**src/rtl/uart_tx_arbiter.sv**
```systemverilog
// Round-robin arbiter that feeds single bytes from NUM_REQ requesters into one UART transmitter.
// Each requester owns a one-byte holding slot; one frame is launched at a time, with an idle clock between frames.
module uart_tx_arbiter #(
  parameter int NUM_REQ = 4,
  parameter int ID_W    = 2
) (
  input  logic                 i_Clock,
  input  logic                 i_Rst_L,
  input  logic [NUM_REQ-1:0]   i_Req_DV,
  input  logic [8*NUM_REQ-1:0] i_Req_Byte,
  output logic [NUM_REQ-1:0]   o_Req_Full,
  output logic [NUM_REQ-1:0]   o_Req_Drop,
  output logic                 o_TX_DV,
  output logic [7:0]           o_TX_Byte,
  input  logic                 i_TX_Active,
  input  logic                 i_TX_Done,
  output logic [ID_W-1:0]      o_Grant_ID,
  output logic                 o_Busy
);

  // state         | meaning
  // S_IDLE        | waiting for a full slot and an idle line
  // S_LAUNCH      | strobe the selected byte into the UART, free its slot
  // S_WAIT_ACTIVE | waiting for the UART to report the frame started
  // S_WAIT_DONE   | frame on the wire, waiting for the done pulse
  // S_GAP         | one idle clock between frames
  typedef enum logic [2:0] {
    S_IDLE,
    S_LAUNCH,
    S_WAIT_ACTIVE,
    S_WAIT_DONE,
    S_GAP
  } state_t;

  state_t                   state_q, state_d;
  logic [NUM_REQ-1:0][7:0]  slot_q, slot_d;
  logic [NUM_REQ-1:0]       full_q, full_d;
  logic [NUM_REQ-1:0]       drop_q, drop_d;
  logic [ID_W-1:0]          sel_q, sel_d;
  logic [ID_W-1:0]          ptr_q, ptr_d;
  logic [ID_W-1:0]          grant_q, grant_d;
  logic                     tx_dv_q, tx_dv_d;
  logic [7:0]               tx_byte_q, tx_byte_d;
  logic                     busy_q;
  logic [ID_W-1:0]          rr_idx;
  logic                     rr_found;
  logic                     launch;

  function automatic logic [ID_W-1:0] wrap_idx(input int base, input int off);
    int s;
    s = base + off;
    if (s >= NUM_REQ) s = s - NUM_REQ;
    return ID_W'(s);
  endfunction

  // Search starts just after the last grant, so a busy requester cannot starve the others.
  always_comb begin
    rr_idx   = '0;
    rr_found = 1'b0;
    for (int i = 0; i < NUM_REQ; i++) begin
      if (!rr_found && full_q[wrap_idx(int'(ptr_q), i + 1)]) begin
        rr_idx   = wrap_idx(int'(ptr_q), i + 1);
        rr_found = 1'b1;
      end
    end
  end

  always_comb begin
    state_d   = state_q;
    sel_d     = sel_q;
    ptr_d     = ptr_q;
    grant_d   = grant_q;
    tx_dv_d   = 1'b0;
    tx_byte_d = tx_byte_q;
    launch    = 1'b0;
    case (state_q)
      S_IDLE: begin
        if (rr_found && !i_TX_Active) begin
          sel_d   = rr_idx;
          state_d = S_LAUNCH;
        end
      end
      S_LAUNCH: begin
        if (!i_TX_Active) begin
          launch    = 1'b1;
          tx_dv_d   = 1'b1;
          tx_byte_d = slot_q[sel_q];
          grant_d   = sel_q;
          ptr_d     = sel_q;
          state_d   = S_WAIT_ACTIVE;
        end else begin
          state_d = S_IDLE;
        end
      end
      S_WAIT_ACTIVE: if (i_TX_Active) state_d = S_WAIT_DONE;
      S_WAIT_DONE:   if (i_TX_Done) state_d = S_GAP;
      S_GAP:         state_d = S_IDLE;
      default:       state_d = S_IDLE;
    endcase
  end

  // A write landing in the slot's own launch cycle refills it instead of being dropped.
  always_comb begin
    slot_d = slot_q;
    full_d = full_q;
    drop_d = '0;
    for (int k = 0; k < NUM_REQ; k++) begin
      if (i_Req_DV[k]) begin
        if (!full_q[k] || (launch && (sel_q == ID_W'(k)))) begin
          slot_d[k] = i_Req_Byte[8*k +: 8];
          full_d[k] = 1'b1;
        end else begin
          drop_d[k] = 1'b1;
        end
      end else if (launch && (sel_q == ID_W'(k))) begin
        full_d[k] = 1'b0;
      end
    end
  end

  always_ff @(posedge i_Clock or negedge i_Rst_L) begin
    if (!i_Rst_L) begin
      state_q   <= S_IDLE;
      slot_q    <= '0;
      full_q    <= '0;
      drop_q    <= '0;
      sel_q     <= '0;
      ptr_q     <= ID_W'(NUM_REQ - 1);
      grant_q   <= '0;
      tx_dv_q   <= 1'b0;
      tx_byte_q <= 8'h00;
      busy_q    <= 1'b0;
    end else begin
      state_q   <= state_d;
      slot_q    <= slot_d;
      full_q    <= full_d;
      drop_q    <= drop_d;
      sel_q     <= sel_d;
      ptr_q     <= ptr_d;
      grant_q   <= grant_d;
      tx_dv_q   <= tx_dv_d;
      tx_byte_q <= tx_byte_d;
      busy_q    <= (state_d != S_IDLE);
    end
  end

  assign o_Req_Full = full_q;
  assign o_Req_Drop = drop_q;
  assign o_TX_DV    = tx_dv_q;
  assign o_TX_Byte  = tx_byte_q;
  assign o_Grant_ID = grant_q;
  assign o_Busy     = busy_q;

endmodule

```
**config.mk**
```make
export PLATFORM = sky130hd
export DESIGN_NAME = uart_tx_arbiter
export DESIGN_NICKNAME = d
export VERILOG_FILES = /design/src/rtl/uart_tx_arbiter.sv
export SDC_FILE = /design/constraint.sdc
export NUM_CORES = 1
export LEC_CHECK = 0
export CELL_PAD_IN_SITES_DETAIL_PLACEMENT = 1
export CELL_PAD_IN_SITES_GLOBAL_PLACEMENT = 1
export CORE_ASPECT_RATIO = 0.8
export CORE_MARGIN = 8
export CORE_UTILIZATION = 39
export DETAILED_ROUTE_END_ITERATION = 8
export PLACE_DENSITY = 0.78
export SLEW_MARGIN = 15
export SYNTH_ARGS = -nofsm -noshare
export SYNTH_HDL_FRONTEND = slang
export SYNTH_SLANG_ARGS = --single-unit
```
**constraint.sdc**
```tcl
create_clock -name i_Clock -period 2.49 [get_ports i_Clock]
set_clock_uncertainty 0.05 [all_clocks]
set_input_delay 0.249 -clock i_Clock [delete_from_list [all_inputs] [get_ports i_Clock]]
set_output_delay 0.249 -clock i_Clock [all_outputs]
set_load 0.005 [all_outputs]
```
==> results_dict.tcl <==
set metrics [dict create \
    grtUsageTotal 0.152 \
    final_cell_mix "clkdlybuf4s50_1 (58), dfrtp_1 (57), nand2_1 (41)" \
    total_power_mw 3.81 \
    rows 26 \
    cts_sinks 59 \
    whs_ns 0.343 \
    finalHoldViolations 0 \
    first_pass_iters 4 \
    cp_data_arrival_time_ns 2.34 \
    syn_to_final_growth_pct 37.4 \
    synth_top_cell_area_share 0.557 \
    gr-total-overflow 0 \
    power.leakage_nw 1.60 \
    setup.worst_path.end_class "flip-flop" \
    hold_class "primary input to asynchronous set/reset pin" \
    fp.coreArea_um2 6380 \
    clockBufferDepth 2 \
    cts-buffers-inserted 9 \
    yosys_warnings 0 \
    dp_hpwl_um 4970 \
    dpl.cell_count 346 \
    worst_slew_pin_slew_ns 0.663 \
    synth_top_area_cell "dfrtp_1" \
    clk_latency_ns 0.33 \
    clockRootBuffer "clkbuf_8" \
    grt_pass1_vias 2105 \
    drc 0 \
    wl_per_cell_um 17.9 \
    drt-total-wl_um 6510 \
    fill_cells 689 \
    rsz0062_at_grt "no" \
    run_status "finished clean" \
    ir_drop_v 0.000385 \
    die_h_um 88.5 \
    cp_max_fo 8 \
    synth.avg_cell_area_um2 12.9 \
    maxSlewViolCount 0 \
    worstSetupPathType "flip-flop to flip-flop" \
    power_density_nw_per_um2 1080 \
    cts_resized 0 \
    drive_gt1_frac 0.240 \
    fin_cells 363 \
    die_x_um 107 \
    vias_per_cell 4.94 \
    synth_area_leaders "dfrtp_1 (56%), mux2_2 (7.0%), mux4_2 (7.0%), nand2_1 (6.0%), mux2_4 (4.7%)" \
    gp_congestion 0.780 \
    drt_iter0_drc 45 \
    setup_viol 0 \
    io_buffers 59 \
    netlist_area_um2 2560 \
    cp.required_ns 2.64 \
    synth_nets 239 \
    die_area_um2 9440 \
    max_freq_mhz 457 \
    final_common_cell "clkdlybuf4s50_1" \
    fin_crit_ns 2.19 \
    finalCritPeriodShare 0.878 \
    post_cts_buffers 0 \
    start_util 0.402 \
    cts_tree "yes" \
    ant_nets 0 \
    nets 314 \
    grt_antenna_before_repair 0 \
    grt_max_degree 27 \
    synthCells 199 \
    ys_types 38 \
    grt_pass1_wl_um 11000 \
    relSlewSlack 0.558 \
    ys_seq_area_frac 0.577 \
    cap_violations 0 \
    vias 1793 \
    crit_path_start_kind "flip-flop" \
    ys_seq_elements 59 \
    ios 60 \
    antenna_cells 0 \
    htreeDepth 3 \
    clk_pin_slew_ns 0.07 \
    tns_ns 0 \
]
per-layer routing:
metal,vias up,routed length [um],share of wire,GRT usage
li1,842,-,-,-
met1,890,2800,0.43,0.179
met2,56,3310,0.51,0.260
met3,5,362,0.056,0.0568
met4,0,30,0.0046,0.0344
met5,-,0,0,0
Yosys cell counts:
master and instances:
a21oi_1 5, a22o_1 1, a22oi_1 1, a31oi_1 2
and2_1 3, buf_1 1, buf_2 2, buf_6 1
clkbuf_1 4, dfrtp_1 57, dfstp_2 2, inv_1 6
inv_2 1, mux2_1 8, mux2_2 16, mux2_4 8
mux2i_1 1, mux4_2 8, nand2_1 41, nand2b_1 2
nand2b_4 1, nand3_1 1, nand3b_1 1, nand4b_1 1
nor2_1 8, nor3_1 1, nor3b_1 1, o21ai_0 3
o21ai_1 1, o21bai_1 1, o221ai_1 1, o22a_1 1
o22ai_1 1, o31a_1 2, o31ai_4 1, or2_2 2
or4_1 1, or4b_1 1
sequential cells by signal, summed over array words and instances, names as in the netlist:
register and cells:
slot_q 32, o_TX_Byte 8, o_Req_Drop 4, o_Req_Full 4, state_q 3, o_Grant_ID 2, ptr_q 2, sel_q 2
o_Busy 1, o_TX_DV 1
worst max-delay path, stage by stage (launching register included):
cell and delay [ns]:
dfrtp_1 0.43, or4b_1 0.64, inv_2 0.10, a31oi_1 0.13, nand2b_1 0.20, buf_4 0.18
mux2_1 0.34
cell families (layout without fill, tap and decap cells):
| logic type | Yosys count | in the layout | synth area share |
|---|---|---|---|
| AO/OA/AOI/OAI | 20 | 20 | 0.0562 |
| buffers and inverters | 15 | 95 | 0.0259 |
| flip-flops | 59 | 59 | 0.577 |
| multiplexers | 41 | 41 | 0.227 |
| AND/OR/NAND/NOR | 64 | 64 | 0.114 |
path summary, 6_finish.rpt:
path                                   start      endpoint  slack (ns)  cells past startpoint
min in group i_Clock            o_TX_Byte[7]  o_TX_Byte[7]        0.42                      2
max in group asynchronous            i_Rst_L     slot_q[1]        1.35                      3
worst max-delay path              state_q[1]    slot_q[19]        0.30                      6
worst max register to register    state_q[1]    slot_q[19]        0.30                      6
worst min register to register  o_TX_Byte[7]  o_TX_Byte[7]        0.42                      2
worst min-delay path                 i_Rst_L    slot_q[28]        0.34                      2
metrics by stage:
stage	cell area, um^2	worst slack [ns]	utilization
after floorplan	2560	0.446	-
after global placement	3300	0.119	0.518
after detailed placement	3300	0.0400	0.518
after CTS	3520	0.285	0.552
after global routing	3520	0.212	0.552
final	3520	0.303	0.552
what timing repair did:
item | 4_1_cts | 5_1_grt
endpoints found under the hold margin | 15 | 0
hold buffers | 1 | 0
endpoints found under the setup margin | 0 | 0
report_power, final:
group	switching, mW	total, mW	internal, mW
combinational	0.423	1.21	0.790
sequential	0.327	1.68	1.35
clock	0.362	0.918	0.556
final cells by class:
class                      instances  area [um^2]  area share
clock buffer                      10          128      0.0362
clock inverter                     6         80.1      0.0227
inverter                           7         26.3     0.00746
multi-input combinational        125         1020       0.289
sequential                        59         1480       0.420
tap                               84          105      0.0299
timing repair buffer              72          686       0.195
Note: power is estimated with default switching activity, not from simulation.
